## config.mk

```make
export PLATFORM = sky130hd
export DESIGN_NAME = elastic_delay_pipe
export DESIGN_NICKNAME = d
export VERILOG_FILES = /design/src/rtl/pipe_pkg.sv /design/src/rtl/pipe_stage.sv /design/src/rtl/elastic_delay_pipe.sv
export SDC_FILE = /design/constraint.sdc
export NUM_CORES = 1
export LEC_CHECK = 0
export CAP_MARGIN = 10
export CORE_UTILIZATION = 30
export DETAILED_ROUTE_END_ITERATION = 6
export GPL_TIMING_DRIVEN = 1
export PLACE_DENSITY_LB_ADDON = 0.2
export SYNTH_ARGS = -nofsm -noshare
export SYNTH_HDL_FRONTEND = slang
export SYNTH_SLANG_ARGS = --single-unit
```

## constraint.sdc

```tcl
create_clock -name clk -period 5.43 [get_ports clk]
set_clock_uncertainty 0.05 [all_clocks]
set_input_delay 0.543 -clock clk [delete_from_list [all_inputs] [get_ports clk]]
set_output_delay 0.543 -clock clk [all_outputs]
set_load 0.005 [all_outputs]
```

## src/rtl/pipe_pkg.sv

```systemverilog
// Shared sizing helpers for the elastic delay pipe.
package pipe_pkg;

  // Bits needed to hold an occupancy value in the range 0..stages.
  function automatic int cnt_width(input int stages);
    return (stages < 1) ? 1 : $clog2(stages + 1);
  endfunction

endpackage

```

## src/rtl/pipe_stage.sv

```systemverilog
// One valid/data register pair of the delay pipe.
// Data only moves when a valid word arrives, so bubbles never overwrite held data.
module pipe_stage #(
  parameter int WIDTH = 8
) (
  input  logic             clk,
  input  logic             reset,
  input  logic             clr_i,
  input  logic             load_i,
  input  logic             v_i,
  input  logic [WIDTH-1:0] d_i,
  output logic             v_o,
  output logic [WIDTH-1:0] d_o
);

  logic             v_q, v_d;
  logic [WIDTH-1:0] d_q, d_d;

  always_comb begin
    v_d = v_q;
    d_d = d_q;
    if (clr_i) begin
      // Flush drops the word but keeps the data register untouched.
      v_d = 1'b0;
    end else if (load_i) begin
      v_d = v_i;
      if (v_i) begin
        d_d = d_i;
      end
    end
  end

  always_ff @(posedge clk) begin
    if (reset) begin
      v_q <= 1'b0;
      d_q <= '0;
    end else begin
      v_q <= v_d;
      d_q <= d_d;
    end
  end

  assign v_o = v_q;
  assign d_o = d_q;

endmodule

```

## src/rtl/elastic_delay_pipe.sv

```systemverilog
// Elastic delay line: STAGES registered stages with valid/ready backpressure,
// bubble collapsing, synchronous flush and a registered occupancy count.
module elastic_delay_pipe
  import pipe_pkg::*;
#(
  parameter int WIDTH  = 8,
  parameter int STAGES = 2
) (
  input  logic                           clk,
  input  logic                           reset,
  input  logic                           flush,
  input  logic                           in_valid,
  output logic                           in_ready,
  input  logic [WIDTH-1:0]               in_data,
  output logic                           out_valid,
  input  logic                           out_ready,
  output logic [WIDTH-1:0]               out_data,
  output logic [cnt_width(STAGES)-1:0]   count,
  output logic                           empty,
  output logic                           full
);

  localparam int CW = cnt_width(STAGES);

  logic [STAGES-1:0] stage_v;
  logic [WIDTH-1:0]  stage_d [STAGES];
  logic [STAGES-1:0] adv;
  logic              all_v;

  logic          in_xfer, out_xfer;
  logic [CW-1:0] count_q, count_d;

  // Stage i may advance unless it and every stage downstream of it are
  // occupied with the output stalled; written flat to avoid a feedback vector.
  always_comb begin
    adv   = '0;
    all_v = 1'b1;
    for (int i = 0; i < STAGES; i++) begin
      all_v = 1'b1;
      for (int j = i; j < STAGES; j++) begin
        all_v = all_v & stage_v[j];
      end
      adv[i] = out_ready | ~all_v;
    end
  end

  assign in_ready = adv[0] & ~flush & ~reset;

  for (genvar g = 0; g < STAGES; g++) begin : g_stage
    logic             up_v;
    logic [WIDTH-1:0] up_d;

    if (g == 0) begin : g_head
      assign up_v = in_valid;
      assign up_d = in_data;
    end else begin : g_body
      assign up_v = stage_v[g-1];
      assign up_d = stage_d[g-1];
    end

    pipe_stage #(
      .WIDTH (WIDTH)
    ) u_stage (
      .clk    (clk),
      .reset  (reset),
      .clr_i  (flush),
      .load_i (adv[g]),
      .v_i    (up_v),
      .d_i    (up_d),
      .v_o    (stage_v[g]),
      .d_o    (stage_d[g])
    );
  end

  assign out_valid = stage_v[STAGES-1];
  assign out_data  = stage_d[STAGES-1];

  assign in_xfer  = in_valid & in_ready;
  assign out_xfer = out_valid & out_ready & ~flush;

  always_comb begin
    count_d = count_q;
    if (flush) begin
      count_d = '0;
    end else if (in_xfer && !out_xfer) begin
      count_d = count_q + CW'(1);
    end else if (!in_xfer && out_xfer) begin
      count_d = count_q - CW'(1);
    end
  end

  always_ff @(posedge clk) begin
    if (reset) begin
      count_q <= '0;
    end else begin
      count_q <= count_d;
    end
  end

  assign count = count_q;
  assign empty = (count_q == '0);
  assign full  = (count_q == CW'(STAGES));

endmodule

```

## Yosys cells after proc, flatten, opt, wreduce, memory -nomap -nowiden

Cells that the tools add are included.

- Word-level logic and storage cells: 31
- Output and inout bits: 14
- Bits in registers: 20
- Bits of input ports: 13

- Eq/ne operators: 1
- Reductions and logical operators: 9
- Bitwise logic cells: 12
- Add/subtract/negate cells: 2
- Mux-type cells: 2

Operators by type and width:

| kind | number |
|---|---|
| $and A1 B1 Y1 | 6 |
| $reduce_and A3 Y1 | 2 |
| $mux W2 | 2 |
| $not A1 Y1 | 4 |
| $add A2 B1 Y2 const B | 1 |
| $eq A2 B2 Y1 const B | 1 |
| $logic_and A1 B1 Y1 | 2 |
| $logic_not A1 Y1 | 2 |
| $logic_not A2 Y1 | 1 |
| $or A1 B1 Y1 | 2 |
| $reduce_bool A2 Y1 | 1 |
| $reduce_or A2 Y1 | 1 |
| $sub A2 B1 Y2 const B | 1 |

## Logic depth before layout (Yosys ltp)

- Depth in word-level cells: 10
- Gate-level depth with buffers: 7
- Depth with buffers taken out: 7

## Cells and area by module

Synthesis repeated with hierarchy kept, for this count alone.

- Cells, all modules: 93
- Area total of the unflattened synthesis: 942.2 um^2

By module, submodules not included:

| module | cells each | times used | area an instance (um^2) |
|---|---|---|---|
| pipe_stage | 38 | 2 | 399.1 |
| elastic_delay_pipe | 17 | 1 | 143.9 |

## Least setup slack after synthesis

OpenSTA, ideal clock, no wires.

- Kind: input -> register
- Start point: input flush
- End point: register count_q[1], in the netlist count[1]
- Stages on the path: 6
- Arrival: 1834 ps
- Library setup time: 70 ps
- Buffers on the path: 0
- Path slack: 3476 ps
- Cell sequence: nand2b_4 -> a21oi_4 -> nor2b_1 -> ha_1 -> or3_1 -> a21boi_1

- Word-level cells in the longest chain between the ends: 7
- Elaborated cells on any way between the ends: 12
- Classes of those cells: mux: 1; bitwise: 5; reduce/logical: 6

Ends and longest elaborated chain:

| item | RTL line | source |
|---|---|---|
| start: declaration | elastic_delay_pipe.sv:11 | `input logic flush,` |
| $not A1 Y1 (no source line) | -- |  |
| $and A1 B1 Y1 (2 in series) | elastic_delay_pipe.sv:47 | `assign in_ready = adv[0] & ~flush & ~reset;` |
| $and A1 B1 Y1 | elastic_delay_pipe.sv:78 | `assign in_xfer = in_valid & in_ready;` |
| $logic_not A1 Y1 | elastic_delay_pipe.sv:87 | `end else if (!in_xfer && out_xfer) begin` |
| $logic_and A1 B1 Y1 | elastic_delay_pipe.sv:87 |  |
| $reduce_bool A2 Y1 (no source line) | -- |  |
| end signal: assignment | elastic_delay_pipe.sv:96 | `count_q <= count_d;` |
| end: declaration | elastic_delay_pipe.sv:31 | `logic [CW-1:0] count_q, count_d;` |

Parallel ways exist; a longest one is shown, timed or not.
A chain may end at the register's enable or synchronous reset.

## Worst setup path in the final report

- Start point: input reset
- End point: output in_ready

- Word-level cells in the longest chain between the ends: 2

Ends and longest elaborated chain:

| item | RTL line | source |
|---|---|---|
| start: declaration | elastic_delay_pipe.sv:10 | `input logic reset,` |
| $not A1 Y1 | elastic_delay_pipe.sv:47 |  |
| $and A1 B1 Y1 | elastic_delay_pipe.sv:47 |  |
| end: declaration | elastic_delay_pipe.sv:13 | `output logic in_ready,` |

No other way between the ends.

==> impl_metrics.tcl <==
set metrics [dict create \
    holdPathStages 2 \
    rsz0062_at_grt "no" \
    hold_end "g_stage[1].u_stage.d_o[0]" \
    port_buffers 26 \
    synth-seq-area-share_pct 44.3 \
    grt.met3_usage_pct 2.07 \
    antenna_found_initial 0 \
    synth_compound_area_share_pct 14.3 \
    die_area_mm2 0.00323 \
    critPathMaxFanout 28 \
    cp_slowest_cell "clkdlybuf4s50_1" \
    rr_startpoint "g_stage[1].u_stage.v_o" \
    start_util_pct 32.2 \
    netSwitchingPower_mw 0.0631 \
    cp-start-kind "input pin" \
    insertion_delay_ns 0.30 \
    end_kind "output pin" \
    root_buffer "clkbuf_4" \
    post_cts_resized 0 \
    critical_path_class "input pin to output pin" \
    vias 722 \
    drt-total-wl_mm 1.75 \
    seqPwrFrac_pct 50.1 \
    slowest_delay_ns 0.81 \
    antenna_left 0 \
    grtUsageMet1_pct 16.0 \
    rows 19 \
    min_period_ns 3.00 \
    avgSynthCellArea_um2 9.41 \
    route.detailed.drc 4 \
    postCtsSetupRepairBufs 0 \
    layout_commonest_cell "clkdlybuf4s50_1" \
    dp_slack_ns 2.42 \
    netlist_area_um2 903 \
    finalSetupViolCount 0 \
    min-delay-start "g_stage[1].u_stage.d_o[0]" \
    grt_max_degree 29 \
    hold_viol_final 0 \
    swShare_pct 20.5 \
    crit_top_cell "clkdlybuf4s50_1" \
    top_usage_layer "met2" \
    r2r_end "count[1]" \
    ys_ff_latch 20 \
    drtPass1Iterations 6 \
    diodes 0 \
    grt_pass1_wl_mm 3.04 \
    viasPerCell 4.78 \
    period_share_pct 55.3 \
    placement.cell_area_mm2 0.00117 \
    leakagePower_nw 0.424 \
    clkTransAtPathRegs_ns 0.12 \
    p_total_mw 0.308 \
    dieHeight_um 56.9 \
    synthesis.nets 110 \
    final_area_mm2 0.00122 \
    cp_num_buf_inv 2 \
    rrSetupSlack_ns 3.41 \
    met2_usage_pct 19.4 \
    hold_buffers 0 \
    synth_area_leaders "dfxtp_1 (44%), nand2b_1 (12%), mux2i_1 (8.9%)" \
    ctsHtreeMaxLevel 1 \
    yosys.area_share.simple_pct 25.6 \
    die_w_um 56.9 \
    hpwl_mm 1.29 \
    drv_slew 0 \
    crit_path_cell_trace "clkdlybuf4s50_1 > nor2_1 > a21boi_0 > clkdlybuf4s50_1" \
    postSynthCellCount 96 \
    violations "DRC" \
    most-common-layout-cells "clkdlybuf4s50_1 (26), dfxtp_1 (20), nand2b_1 (18)" \
    cts_sinks 20 \
    synth_top_family_by_area "simple AND/OR/NAND/NOR gates" \
    gp_congestion 0.719 \
    drv_cap 0 \
    detail_route.iter0.violations 14 \
    fillCellCount 288 \
    power.share.combinational_pct 10.3 \
    synthAdderAreaFrac_pct 1.39 \
    dp.cells 147 \
    yosysTopAreaCell "dfxtp_1" \
    critPathLaunch "reset" \
    setup_slack_ns 2.43 \
    status "finished with violations" \
    pin_count 27 \
    grt-ovfl-total 0 \
    synthToLayoutAreaGrowth_pct 35.3 \
    worst_ep_required_time_ns 4.84 \
    coreArea_mm2 0.00281 \
    r2r_cells 6 \
    ys.warnings.count 0 \
    final_nets 135 \
    worstPathArrival_ns 2.41 \
    tritoncts "built" \
    numCtsBuffers 3 \
    cts.path.max_buffers 2 \
    hp-class "flop to flop" \
    max-slew-margin-rel_pct 48.3 \
    tightest_slew_ns 0.773 \
    seq_area_um2 400 \
    multiInputGateArea_um2 470 \
    synth_top_cell_area_share_pct 44.3 \
    critPathTopFamily "buffers and inverters" \
    avgRoutedWirePerCell_um 11.6 \
    worst_ir_drop_vdd_v 0.000121 \
    grt_usage_pct 12.3 \
    final.setup.tns_ns 0 \
    power_density_mw_per_mm2 252 \
    drive_gt1_share_pct 5.83 \
    synth_cell_type_count 23 \
    muxShareOfSynthArea_pct 8.86 \
    final_cell_count_no_fill 151 \
    internal_power_mw 0.245 \
    fmax_ghz 0.333 \
    grt_pass1_vias 681 \
    clockPowerShare_pct 39.6 \
    synth_xor_area_share_pct 1.94 \
]
-- synth_stat cells, drive strengths merged --
library cell  instances
nand3                 8
buf                   5
dfxtp                20
o21ai                 9
o21a                  1
nor2                  2
ha                    1
xor2                  2
clkbuf                1
mux2i                 8
or3                   1
a21oi                10
nand2b               19
nor2b                 3
nor3                  2
nand3b                1
a21boi                2
and2b                 1
-- flip-flops by register name, summed over array words and instances, names as in the netlist --
name / flops
g_stage.u_stage.d_o: 16
count: 2
g_stage.u_stage.v_o: 2
-- worst min-delay path, cell delays in order, from the launching register on --
cell,delay [ns]
dfxtp_1,0.32
o21ai_0,0.07
a21oi_1,0.06
-- logic make-up (layout without fill, tap and decap cells) --
group	Yosys count	after routing
AOI/OAI and AO/OA	22	22
xor gates and xnor gates	2	2
adders and majority gates	1	1
buffers and inverters	6	30
DFF	20	20
muxes	8	8
and+or+nand+nor	37	37
-- final cells by class --
class                      count  share of cell area, %
clock inverter                 1                   2.46
sequential                    20                   32.8
multi-input combinational     70                   38.5
tap                           31                   3.17
timing repair buffer          26                   21.3
clock buffer                   3                   1.84
-- how the worst max path moves through the flow --
stage | slack [ns] | end | cells past startpoint
after floorplan | 3.48 | count[1] | 6
after global placement | 2.45 | in_ready | 4
final | 2.43 | in_ready | 4
after detailed placement | 2.42 | in_ready | 4
after CTS | 2.41 | in_ready | 4
after global routing | 2.27 | in_ready | 4
-- power groups by stage --
stage / Sequential (mW) / Combinational (mW) / Clock, mW
final: 0.154 / 0.0316 / 0.122
after global routing: 0.155 / 0.0346 / 0.132
after CTS: 0.154 / 0.0320 / 0.127
after detailed placement: 0.157 / 0.0320 / 0
after global placement: 0.157 / 0.0314 / 0
after floorplan: 0.157 / 0.0169 / 0
-- metrics by stage --
stage / util [%] / hold slack (ns)
finish: 43.6 / 0.436
global placement: 41.7 / 0.411
CTS: 43.6 / 0.440
global route: 43.6 / 0.453
detailed placement: 41.7 / 0.420
floorplan: - / 0.394
-- per-layer routing --
metal	vias to the layer above	wire length, um
li1	375	-
met1	328	903
met2	15	762
met3	4	43
met4	0	36
met5	-	0
Power figures use the tool's default switching activity.
